### src/rtl/multi_chn_disp_scan.sv
// rtl/multi_chn_disp_scan.sv - N-channel display-source multiplexer with auto-scan sequencer
//
// Selects one of N_CH channel slices (data word, decimal-point mask, LED-enable
// mask) and drives them, registered, to the 7-segment display driver. The
// channel comes from Test in manual mode or from a dwell-timed scan sequencer
// in auto mode.
//
// Ports:
//   clk, rst     clock, asynchronous active-high reset
//   EN           global enable; low freezes all state and outputs
//   mode         0 = manual select via Test, 1 = auto scan
//   Test         manual channel select (out-of-range values are ignored)
//   dwell        auto scan advances every dwell+1 cycles
//   hold         auto mode pause
//   data_in      channel k word at [k*DATA_W +: DATA_W]
//   point_in     channel k point mask at [k*DIG +: DIG]
//   LES          channel k LED-enable mask at [k*DIG +: DIG]
//   Disp_num     registered selected data word
//   point_out    registered selected point mask
//   LE_out       registered selected LED-enable mask
//   ch_cur       currently displayed channel
//   ch_tick      one-cycle pulse on each ch_cur change

module multi_chn_disp_scan #(
   parameter int N_CH    = 8,
   parameter int DATA_W  = 32,
   parameter int DIG     = 8,
   parameter int SEL_W   = 3,
   parameter int DWELL_W = 24
) (
   input  logic                   clk,
   input  logic                   rst,
   input  logic                   EN,
   input  logic                   mode,
   input  logic [SEL_W-1:0]       Test,
   input  logic [DWELL_W-1:0]     dwell,
   input  logic                   hold,
   input  logic [N_CH*DATA_W-1:0] data_in,
   input  logic [N_CH*DIG-1:0]    point_in,
   input  logic [N_CH*DIG-1:0]    LES,
   output logic [DATA_W-1:0]      Disp_num,
   output logic [DIG-1:0]         point_out,
   output logic [DIG-1:0]         LE_out,
   output logic [SEL_W-1:0]       ch_cur,
   output logic                   ch_tick
);

   // One extra bit so the range check also works when N_CH == 2**SEL_W.
   localparam logic [SEL_W:0]   NCH_EXT = (SEL_W+1)'(N_CH);
   localparam logic [SEL_W-1:0] LAST_CH = SEL_W'(N_CH - 1);

   logic [SEL_W-1:0]   ch_q,    ch_d;
   logic [DWELL_W-1:0] cnt_q,   cnt_d;
   logic [DATA_W-1:0]  disp_q,  disp_d;
   logic [DIG-1:0]     point_q, point_d;
   logic [DIG-1:0]     le_q,    le_d;
   logic               tick_q,  tick_d;

   always_comb begin
      ch_d    = ch_q;
      cnt_d   = cnt_q;
      disp_d  = disp_q;
      point_d = point_q;
      le_d    = le_q;
      tick_d  = 1'b0;

      if (EN) begin
         if (!mode) begin
            cnt_d = '0;
            if ({1'b0, Test} < NCH_EXT) begin
               ch_d = Test;
            end
         end else if (!hold) begin
            // Equality only: if dwell drops below the count, the counter
            // runs on and wraps instead of forcing an early advance.
            if (cnt_q == dwell) begin
               cnt_d = '0;
               ch_d  = (ch_q == LAST_CH) ? '0 : ch_q + SEL_W'(1);
            end else begin
               cnt_d = cnt_q + DWELL_W'(1);
            end
         end

         // Reload from the live slice every enabled cycle so data changes
         // on the shown channel appear without a channel change.
         disp_d  = data_in[ch_d*DATA_W +: DATA_W];
         point_d = point_in[ch_d*DIG +: DIG];
         le_d    = LES[ch_d*DIG +: DIG];
         tick_d  = (ch_d != ch_q);
      end
   end

   always_ff @(posedge clk or posedge rst) begin
      if (rst) begin
         ch_q    <= '0;
         cnt_q   <= '0;
         disp_q  <= '0;
         point_q <= '0;
         le_q    <= '0;
         tick_q  <= 1'b0;
      end else begin
         ch_q    <= ch_d;
         cnt_q   <= cnt_d;
         disp_q  <= disp_d;
         point_q <= point_d;
         le_q    <= le_d;
         tick_q  <= tick_d;
      end
   end

   assign Disp_num  = disp_q;
   assign point_out = point_q;
   assign LE_out    = le_q;
   assign ch_cur    = ch_q;
   assign ch_tick   = tick_q;

endmodule

### config.mk
export PLATFORM = sky130hd
export DESIGN_NAME = multi_chn_disp_scan
export DESIGN_NICKNAME = d
export VERILOG_FILES = /design/src/rtl/multi_chn_disp_scan.sv
export SDC_FILE = /design/constraint.sdc
export NUM_CORES = 1
export LEC_CHECK = 0
export ABC_AREA = 0
export BUFFER_PORTS_ARGS = -buffer_cell sky130_fd_sc_hd__clkbuf_2
export CORE_AREA = 2 2 182 184
export CTS_CLUSTER_DIAMETER = 120
export DETAILED_ROUTE_END_ITERATION = 16
export DIE_AREA = 0 0 184 186
export SKIP_LAST_GASP = 1
export SLEW_MARGIN = 20
export SYNTH_ARGS = -nofsm -noshare
export SYNTH_HDL_FRONTEND = slang
export SYNTH_SLANG_ARGS = --single-unit
### constraint.sdc
create_clock -name clk -period 3.9 [get_ports clk]
set_input_delay 0.78 -clock clk [delete_from_list [all_inputs] [get_ports clk]]
set_output_delay 0.78 -clock clk [all_outputs]
set_load 0.02 [all_outputs]
==> results.py, run 1 <==
metrics = {
    "status": {
        "status": "finished clean",
    },
    "worst_hold_path": {
        "hold_path.class": "in2async",
    },
    "finish": {
        "n_fill_cell": 3486,
        "fin_nets": 1650,
        "multi_input_area_um2": 4349,
        "final_cells": 1645,
        "drive_gt1_frac": 0.4280,
        "synthToLayoutAreaGrowth_pct": 47.02,
        "seqCellArea_um2": 1902,
        "final_cell_mix": "467 x clkbuf_2, 116 x nand2_1, 96 x nor2b_1, 96 x a211oi_1, 76 x dfrtp_1",
        "layout_commonest_cell": "clkbuf_2",
    },
    "sta": {
        "finalSetupViolCount": 0,
        "worst_slack_ns": 0.5918,
        "slew_headroom": 0.5230,
        "fmax_ghz": 0.3023,
        "worstMarginPinSlew_ns": 0.7156,
        "fin_crit_sh": 0.8482,
        "fin_skew_ns": 0.01483,
        "rsz0062_at_grt": "no",
        "layout_min_cycle_time_ns": 3.308,
        "hold_viol": 0,
        "slew_violations": 0,
        "tns_ns": 0,
    },
    "synth": {
        "ys_seq_elements": 76,
        "synthFlopType": "dfrtp_1",
        "syn_area_um2": 6653,
        "synth_edf_count": 0,
        "synthesis.nets": 1212,
        "synth_cell_types": 39,
        "yosys_warnings": 0,
        "syn_area_per_cell_um2": 8.389,
        "synth_cells": 793,
        "async_flop_share": 1.000,
        "ys_seq_area_frac": 0.2859,
    },
    "setup_path": {
        "required_ns": 4.12,
        "crit_fanout": 65,
        "cpMaxStageDelayCell": "nor4_1",
        "critical_path.cell_chain": "clkbuf_2 > xor2_1 > nor4_1 > and3b_1 > a21boi_1 > o31ai_4 > buf_12 > mux2i_1 > a221o_1 > o311ai_1",
        "critPathArrivalTime_ns": 3.52,
        "crit_path_end_kind": "flip-flop",
        "slowest_delay_ns": 0.48,
        "start_kind": "input pin",
        "path_buf_inv": 2,
        "critPathKind": "in2reg",
        "crit_family": "compound AO/OA/AOI/OAI gates",
    },
    "global_routing": {
        "grt_max_degree": 66,
        "grt_pass1_vias": 7624,
        "grt_overflow_total": 0,
        "grtUsageTotal": 0.1565,
        "grt_pass1_wl_um": 41440,
        "antenna_found_initial": 1,
    },
    "cts": {
        "cts_resized": 0,
        "cts_made_buffers": 9,
        "root_buffer": "clkbuf_16",
        "path_clk_slew_ns": 0.08,
        "clockBufferDepth": 2,
        "clock-sinks": 76,
        "clock_latency_ns": 0.36,
        "cts_setup_buffers": 0,
        "cts_tree": "built",
        "holdBufCountCts": 0,
        "cts_max_level": 3,
    },
    "floorplan": {
        "die_w_um": 184,
        "num_io_pins": 468,
        "start_util": 0.2066,
        "row_count": 66,
        "die_h_um": 186,
        "die_area_um2": 34220,
        "core_um2": 32210,
    },
    "drt": {
        "firstDrtPassIters": 5,
        "wl_met3_um": 1785,
        "post_drt_wl_per_cell_um": 17.26,
        "final_antenna_net_count": 0,
        "drc_errors": 0,
        "wl_met2_um": 14120,
        "wl_um": 28390,
        "drt-initial-drc-count": 433,
        "vias": 7961,
        "vias_per_cell": 4.840,
        "highest_layer": "met4",
        "m1WireLength_um": 12060,
    },
    "place": {
        "pre_cts_ws_ns": 0.2271,
        "placed_cells": 1628,
        "place_hpwl_um": 22580,
        "gp_congestion": 0.8938,
        "port_buffers": 467,
    },
    "flow_run": {
        "cap_viol_max_count": 0,
    },
    "power_and_ir_drop": {
        "power_mw": 3.188,
        "peakVddDrop_v": 0.0001905,
        "leakage_nw": 4.672,
        "power_density_nw_per_um2": 326.0,
    },
}
logic make-up after synthesis:
| kind of cell | share of synthesized area |
|---|---|
| flip-flops | 0.2859 |
| adder cells (fa/ha/maj) | 0.005643 |
| AO/OA/AOI/OAI | 0.3011 |
| XOR/XNOR | 0.06056 |
| AND/OR/NAND/NOR | 0.2071 |
| buffers and inverters | 0.06432 |
| multiplexers | 0.07542 |
cell usage after synthesis (2+ instances only):
| library cell | number | area share |
|---|---|---|
| nand2_1 | 116 | 0.065 |
| mux2i_1 | 49 | 0.074 |
| a221o_1 | 48 | 0.072 |
| o21ai_0 | 8 | 0.0060 |
| nor2b_1 | 96 | 0.090 |
| buf_6 | 2 | 0.0034 |
| nor4_1 | 3 | 0.0028 |
| clkbuf_1 | 25 | 0.014 |
| nand4_1 | 7 | 0.0066 |
| xor2_1 | 24 | 0.032 |
| a21oi_1 | 51 | 0.038 |
| xnor2_1 | 22 | 0.029 |
| and3_1 | 7 | 0.0066 |
| a211oi_1 | 96 | 0.11 |
| buf_2 | 33 | 0.025 |
| o31ai_1 | 3 | 0.0034 |
| dfrtp_1 | 76 | 0.29 |
| nor3_1 | 3 | 0.0023 |
| inv_1 | 6 | 0.0034 |
| ha_1 | 3 | 0.0056 |
| o211ai_1 | 2 | 0.0023 |
| nand3_1 | 13 | 0.0098 |
| nor2_1 | 21 | 0.012 |
| o311ai_1 | 48 | 0.063 |
| buf_4 | 16 | 0.018 |
| and4_1 | 2 | 0.0026 |
power by group:
part           leakage (nW)  internal (mW)  switching [mW]
logic                  3.58          0.570           0.755
clock network         0.140          0.448           0.417
registers             0.955          0.907          0.0924
total                  4.67           1.92            1.26
worst min-delay path, stage by stage:
cell and delay, ns:
clkbuf_2 0.09, clkinv_2 0.04, buf_4 0.37
final cells by class:
| type | instances | area share |
|---|---|---|
| Multi-Input combinational cell | 634 | 0.4447 |
| Clock buffer | 9 | 0.02303 |
| Timing Repair Buffer | 504 | 0.2763 |
| Sequential cell | 76 | 0.1944 |
| Clock inverter | 7 | 0.006652 |
| Inverter | 6 | 0.002431 |
| Tap cell | 408 | 0.05219 |
| Antenna cell | 1 | 0.0002559 |
worst paths after layout:
kind / from / endpoint / slack [ns] / cells after the start
max in group asynchronous: rst / LE_out[5]$_DFFE_PP0P_ / 2.89 / 3
min in group clk: LE_out[3]$_DFFE_PP0P_ / LE_out[3]$_DFFE_PP0P_ / 0.51 / 2
setup reg to reg: cnt_q[21]$_DFFE_PP0P_ / Disp_num[2]$_DFFE_PP0P_ / 0.66 / 9
hold reg to reg: LE_out[3]$_DFFE_PP0P_ / LE_out[3]$_DFFE_PP0P_ / 0.51 / 2
hold / removal: rst / Disp_num[29]$_DFFE_PP0P_ / 0.48 / 3
setup / recovery: dwell[21] / Disp_num[2]$_DFFE_PP0P_ / 0.59 / 10
flip-flops by register name (all words and copies together), names as in the netlist:
name,flops
Disp_num,32
ch_cur,3
LE_out,8
point_out,8
cnt_q,24
ch_tick,1
through the flow:
| stage | area [um2] | hold WS (ns) | util |
|---|---|---|---|
| 5_1_grt | 9778 | 0.5296 | 0.3036 |
| 4_1_cts | 9778 | 0.4747 | 0.3036 |
| 3_3_place_gp | 9488 | 0.4864 | 0.2946 |
| 3_5_place_dp | 9488 | 0.4907 | 0.2946 |
| 6_report | 9781 | 0.4821 | 0.3037 |
| 2_1_floorplan | 6653 | 0.4874 | - |
layer usage:
metal | up-vias | GRT usage
met2 | 324 | 0.2738
met4 | 0 | 0.04544
met3 | 20 | 0.02915
met5 | - | 0
met1 | 3753 | 0.1958
li1 | 3864 | -
Power figures use the tool's default switching activity.
==> run 2, diff against run 1 <==
--- a/config.mk
+++ b/config.mk
@@ -7,10 +7,10 @@
 export LEC_CHECK = 0
 export ABC_AREA = 0
 export BUFFER_PORTS_ARGS = -buffer_cell sky130_fd_sc_hd__clkbuf_2
-export CORE_AREA = 2 2 182 184
+export CORE_AREA = 2 2 181 183
 export CTS_CLUSTER_DIAMETER = 120
 export DETAILED_ROUTE_END_ITERATION = 16
-export DIE_AREA = 0 0 184 186
+export DIE_AREA = 0 0 183 185
 export SKIP_LAST_GASP = 1
 export SLEW_MARGIN = 20
 export SYNTH_ARGS = -nofsm -noshare
==> constraint.sdc (replaced) <==
create_clock -name clk -period 3 [get_ports clk]
set_input_delay 0.6 -clock clk [delete_from_list [all_inputs] [get_ports clk]]
set_output_delay 0.6 -clock clk [all_outputs]
set_load 0.02 [all_outputs]
==> results.py, run 2 (synthesis results as in run 1) <==
metrics = {
    "status": {
        "status": "finished clean",
    },
    "sta": {
        "slew_headroom": 0.5618,
        "fin_crit_sh": 0.9706,
        "hold_viol": 0,
        "fin_skew_ns": 0.007103,
        "rsz0062_at_grt": "yes",
        "slew_violations": 0,
        "finalSetupViolCount": 0,
        "worstMarginPinSlew_ns": 0.6572,
        "layout_min_cycle_time_ns": 2.912,
        "fmax_ghz": 0.3434,
    },
    "floorplan": {
        "start_util": 0.2076,
        "num_io_pins": 468,
        "row_count": 66,
        "die_h_um": 185,
        "core_um2": 32040,
        "die_w_um": 183,
        "die_area_um2": 33860,
    },
    "setup_path": {
        "slowest_delay_ns": 0.42,
        "regToRegStartpoint": "cnt_q[17]$_DFFE_PP0P_",
        "reg2reg_depth": 11,
        "cpMaxStageDelayCell": "dfrtp_1",
        "critical_path.cell_chain": "xnor2_1 > nand4_1 > nor4_4 > buf_4 > nand2_1 > a311oi_4 > buf_12 > buf_4 > a21oi_1 > a221o_1 > o311ai_1",
        "start_kind": "flip-flop",
        "ff2ff_setup_slack_ns": 0.09,
        "critPathKind": "reg2reg",
        "crit_fanout": 23,
        "cp_common_cell": "buf_4",
        "required_ns": 3.26,
        "crit_path_end_kind": "flip-flop",
        "regToRegEndpoint": "point_out[6]$_DFFE_PP0P_",
        "critPathArrivalTime_ns": 3.17,
    },
    "place": {
        "gp_congestion": 0.9204,
        "place_hpwl_um": 23310,
        "placed_area_um2": 9881,
        "port_buffers": 467,
    },
    "finish": {
        "largest_reg_flops": 32,
        "n_fill_cell": 3452,
        "antennaDiodeCount": 0,
        "layout_commonest_cell": "clkbuf_2",
        "fin_nets": 1695,
        "fin_area_um2": 10230,
        "synthToLayoutAreaGrowth_pct": 53.81,
        "drive_gt1_frac": 0.4520,
        "final_cell_mix": "467 x clkbuf_2, 116 x nand2_1, 96 x nor2b_1, 93 x a211oi_1, 76 x dfrtp_1",
    },
    "worst_hold_path": {
        "hold_path.class": "in2async",
    },
    "drt": {
        "drt-initial-drc-count": 509,
        "wl_um": 28930,
        "firstDrtPassIters": 5,
        "post_drt_wl_per_cell_um": 17.13,
        "vias_per_cell": 4.843,
        "drc_errors": 0,
        "final_antenna_net_count": 0,
        "vias": 8180,
    },
    "power_and_ir_drop": {
        "p_clk_frac": 0.271,
        "netSwitchingFraction": 0.3818,
        "leakage_nw": 4.928,
        "power_mw": 4.313,
        "p_sw_mw": 1.647,
        "peakVddDrop_v": 0.0002489,
        "pwr-share-seq": 0.300,
        "intPower_mw": 2.667,
        "p_comb_frac": 0.428,
        "power_density_nw_per_um2": 421.6,
    },
    "cts": {
        "cts_max_level": 3,
        "cts_made_buffers": 9,
        "path_clk_slew_ns": 0.07,
        "clockBufferDepth": 2,
        "cts_tree": "built",
        "clock-sinks": 76,
        "holdBufCountCts": 0,
        "root_buffer": "clkbuf_16",
        "clock_latency_ns": 0.35,
    },
    "global_routing": {
        "grtUsageMet3": 0.03421,
        "grt_pass1_vias": 8216,
        "use_met1": 0.1956,
        "globalRoute.busiestLayer": "met2",
        "grt_max_degree": 51,
        "grt_pass1_wl_um": 43200,
        "grtUsageTotal": 0.1642,
        "grt_overflow_total": 0,
        "use_met2": 0.2842,
        "antenna_found_initial": 1,
    },
    "flow_run": {
        "cap_viol_max_count": 0,
    },
}
run 2: how the worst max path moves through the flow:
| stage | from | to | slack [ns] | cells after the start |
|---|---|---|---|---|
| 2_1_floorplan | dwell[4] | Disp_num[0]$_DFFE_PP0P_ | 0.28 | 10 |
| 4_1_cts | cnt_q[8]$_DFFE_PP0P_ | Disp_num[6]$_DFFE_PP0P_ | 0.03 | 11 |
| 5_1_grt | cnt_q[7]$_DFFE_PP0P_ | point_out[6]$_DFFE_PP0P_ | -0.02 | 11 |
| 3_5_place_dp | dwell[8] | LE_out[1]$_DFFE_PP0P_ | -0.31 | 12 |
| 3_3_place_gp | dwell[8] | LE_out[1]$_DFFE_PP0P_ | -0.36 | 12 |
| 6_report | cnt_q[17]$_DFFE_PP0P_ | point_out[6]$_DFFE_PP0P_ | 0.09 | 11 |
run 2: timing repair:
action,in CTS,in global routing
pin swaps,0,2
buffers inserted,0,1
setup endpoints to repair,1,41
resized for setup,1,7
run 2: worst max-delay path, delay by kind of cell (launching register included):
family | cells | cell delay (ns)
AOI/OAI and AO/OA | 4 | 0.92
buffers and inverters | 3 | 0.62
and+or+nand+nor | 3 | 0.57
xor gates and xnor gates | 1 | 0.27
DFF | 1 | 0.42
run 2: metrics by stage:
stage                     std cells  worst slack (ns)  setup TNS, ns  hold WS (ns)  utilization
final                          1689           0.08821              0        0.2861       0.3194
after global routing           1689          -0.02181        -0.1023        0.3487       0.3194
after CTS                      1688           0.02533              0        0.2847       0.3179
after detailed placement       1672           -0.3074         -8.221        0.4902       0.3084
after global placement         1672           -0.3586         -9.172        0.4737       0.3084
after floorplan                 793            0.2806              0        0.4874            -
run 2: layout make-up:
cell class | instances | area [um2] | area share
inverter | 6 | 23.77 | 0.002323
clock inverter | 6 | 71.32 | 0.006970
tap | 408 | 510.5 | 0.04989
clock buffer | 10 | 229.0 | 0.02238
multi-input combinational | 634 | 4385 | 0.4286
sequential | 76 | 1902 | 0.1859
timing repair buffer | 549 | 3110 | 0.3040
run 2: power by group through the flow:
stage | clock [mW] | sequential [mW] | combinational [mW]
2_1_floorplan | 0 | 1.47 | 0.841
3_3_place_gp | 0 | 1.31 | 1.83
3_5_place_dp | 0 | 1.31 | 1.84
4_1_cts | 1.23 | 1.30 | 1.85
5_1_grt | 1.26 | 1.32 | 2.01
6_report | 1.17 | 1.30 | 1.85
run 2: per-layer routing:
layer	up-vias	part of all wire
met4	2	0.035
met3	56	0.065
met5	-	0.00045
met2	375	0.49
met1	3791	0.41
li1	3956	-
==> run 3, diff against run 2 <==
--- a/config.mk
+++ b/config.mk
@@ -11,6 +11,7 @@
 export CTS_CLUSTER_DIAMETER = 120
 export DETAILED_ROUTE_END_ITERATION = 16
 export DIE_AREA = 0 0 183 185
+export HOLD_SLACK_MARGIN = 0.06
 export SKIP_LAST_GASP = 1
 export SLEW_MARGIN = 20
 export SYNTH_ARGS = -nofsm -noshare
==> constraint.sdc (replaced) <==
create_clock -name clk -period 2.55 [get_ports clk]
set_input_delay 0.51 -clock clk [delete_from_list [all_inputs] [get_ports clk]]
set_output_delay 0.51 -clock clk [all_outputs]
set_load 0.02 [all_outputs]
==> results.py, run 3 (synthesis results as in run 1) <==
metrics = {
    "setup_path": {
        "critPathKind": "reg2reg",
        "required_ns": 2.77,
        "ff2ff_setup_slack_ns": -0.35,
        "cpMaxStageDelayCell": "dfrtp_1",
        "crit_family": "buffers and inverters",
        "start_kind": "flip-flop",
        "reg2reg_depth": 13,
        "cp_common_cell": "buf_4",
        "slowest_delay_ns": 0.41,
        "crit_fanout": 8,
        "critical_path.cell_chain": "xnor2_2 > nand4_1 > nor4_4 > buf_4 > nand2_4 > a311oi_4 > buf_6 > clkbuf_16 > buf_8 > nor2b_4 > a211oi_2 > buf_4 > o311ai_2",
        "critPathArrivalTime_ns": 3.12,
        "path_buf_inv": 5,
        "cp.depth": 13,
        "crit_path_end_kind": "flip-flop",
    },
    "power_and_ir_drop": {
        "power_density_nw_per_um2": 478.2,
        "leakage_nw": 5.714,
        "peakVddDrop_v": 0.0003023,
    },
    "sta": {
        "rsz0062_at_grt": "yes",
        "fmax_ghz": 0.3444,
        "finalSetupViolCount": 70,
        "worstMarginPinSlew_ns": 0.7097,
        "fin_crit_sh": 1.139,
        "hold_viol": 0,
        "slew_violations": 0,
        "worst_slack_ns": -0.3534,
        "slew_headroom": 0.5269,
        "tns_ns": -13.88,
        "fin_skew_ns": 0.01866,
        "layout_min_cycle_time_ns": 2.903,
    },
    "finish": {
        "largest_reg_flops": 32,
        "drive_gt1_frac": 0.5356,
        "final_cells": 1770,
        "layout_commonest_cell": "clkbuf_2",
        "fin_nets": 1775,
        "synthToLayoutAreaGrowth_pct": 78.97,
        "final_cell_mix": "467 x clkbuf_2, 114 x nand2_1, 89 x nor2b_1, 84 x buf_4, 76 x dfrtp_1",
        "fin_area_um2": 11910,
    },
    "drt": {
        "final_antenna_net_count": 0,
        "drc_errors": 0,
        "drt-initial-drc-count": 501,
        "firstDrtPassIters": 5,
        "vias_per_cell": 4.958,
        "vias": 8775,
        "post_drt_wl_per_cell_um": 19.25,
        "wl_um": 34080,
    },
    "place": {
        "gp_congestion": 0.8951,
        "place_hpwl_um": 23190,
        "placed_cells": 1696,
        "pre_cts_ws_ns": -0.5955,
        "placed_area_um2": 10050,
        "port_buffers": 467,
    },
    "cts": {
        "clockBufferDepth": 2,
        "path_clk_slew_ns": 0.08,
        "root_buffer": "clkbuf_16",
        "holdBufCountCts": 0,
        "clock-sinks": 76,
        "cts_max_level": 3,
        "clock_latency_ns": 0.36,
        "cts_tree": "built",
        "cts_made_buffers": 9,
    },
    "floorplan": {
        "die_w_um": 183,
        "start_util": 0.2076,
        "die_h_um": 185,
        "die_area_um2": 33860,
        "num_io_pins": 468,
        "row_count": 66,
        "core_um2": 32040,
    },
    "global_routing": {
        "grtUsageTotal": 0.1737,
        "antenna_found_initial": 2,
        "grt_overflow_total": 0,
        "grt_pass1_vias": 8513,
        "grt_pass1_wl_um": 45550,
        "grt_max_degree": 50,
    },
    "status": {
        "status": "finished with violations",
        "violations": "setup timing",
    },
    "worst_hold_path": {
        "hold_path.class": "in2async",
    },
    "flow_run": {
        "cap_viol_max_count": 0,
    },
}
==> run 3: cell types whose count changed in the layout (fill, tap and decap cells not counted), moves of 5 or more <==
cell       before  now
a211oi_1       93   67
a21oi_2         0    5
nor2b_1        96   89
nor2b_2         0    5
buf_8           0   12
buf_16          0    6
mux2i_2         0    9
buf_4          68   84
a21oi_1        51   45
a211oi_2        3   28
buf_6           2   26
clkbuf_16       9   26
mux2i_1        49   40
==> run 3: path summary, 6_finish.rpt <==
check / startpoint / to
setup reg to reg: cnt_q[17]$_DFFE_PP0P_ / Disp_num[0]$_DFFE_PP0P_
min in group clk: point_out[2]$_DFFE_PP0P_ / point_out[2]$_DFFE_PP0P_
setup / recovery: cnt_q[17]$_DFFE_PP0P_ / Disp_num[0]$_DFFE_PP0P_
hold reg to reg: point_out[2]$_DFFE_PP0P_ / point_out[2]$_DFFE_PP0P_
max in group asynchronous: rst / LE_out[3]$_DFFE_PP0P_
hold / removal: rst / Disp_num[29]$_DFFE_PP0P_
==> run 3: timing repair <==
item,4_1_cts,5_1_grt
cloned,8,22
setup buffers,21,9
pin swaps,14,25
endpoints found under the setup margin,50,74
resized for setup,65,98
==> run 3: worst register-to-register path: cells and delay by family (launching register included) <==
family,cells,cell delay [ns]
and+or+nand+nor,4,0.67
DFF,1,0.41
AOI/OAI and AO/OA,3,0.60
buffers and inverters,5,0.90
xor gates and xnor gates,1,0.17
==> run 3: where the power goes <==
group	internal, mW	switching (mW)	total (mW)
clock	0.703	0.692	1.39
sequential	1.39	0.130	1.52
combinational	1.37	1.42	2.78
total	3.46	2.24	5.69
==> run 3: per-layer routing <==
layer  global-route usage  vias to the layer above  part of all wire
li1                     -                     4124                 -
met5                    0                        -           0.00038
met2               0.3095                      412              0.51
met4              0.06560                        2             0.029
met1               0.2090                     4181              0.41
met3              0.02949                       56             0.056
==> run 3: cell type report <==
cell class              count  area, um2
fillers                  3280      20130
multi-input cells         634       4770
repair buffers            629       4397
flip-flops and latches     76       1902
well taps                 408      510.5
clock buffers               9      225.2
clock inverters             7      76.32
inverters                   6      23.77
diodes                      1      2.502
==> run 3: stage by stage <==
step                hold slack, ns    util  power (mW)
finish                      0.2265  0.3716       5.694
global route                0.2691  0.3716       6.016
CTS                         0.2306  0.3443       5.435
detailed placement          0.4872  0.3136       3.723
global placement            0.4740  0.3136       3.704
floorplan                   0.4874       -       2.717
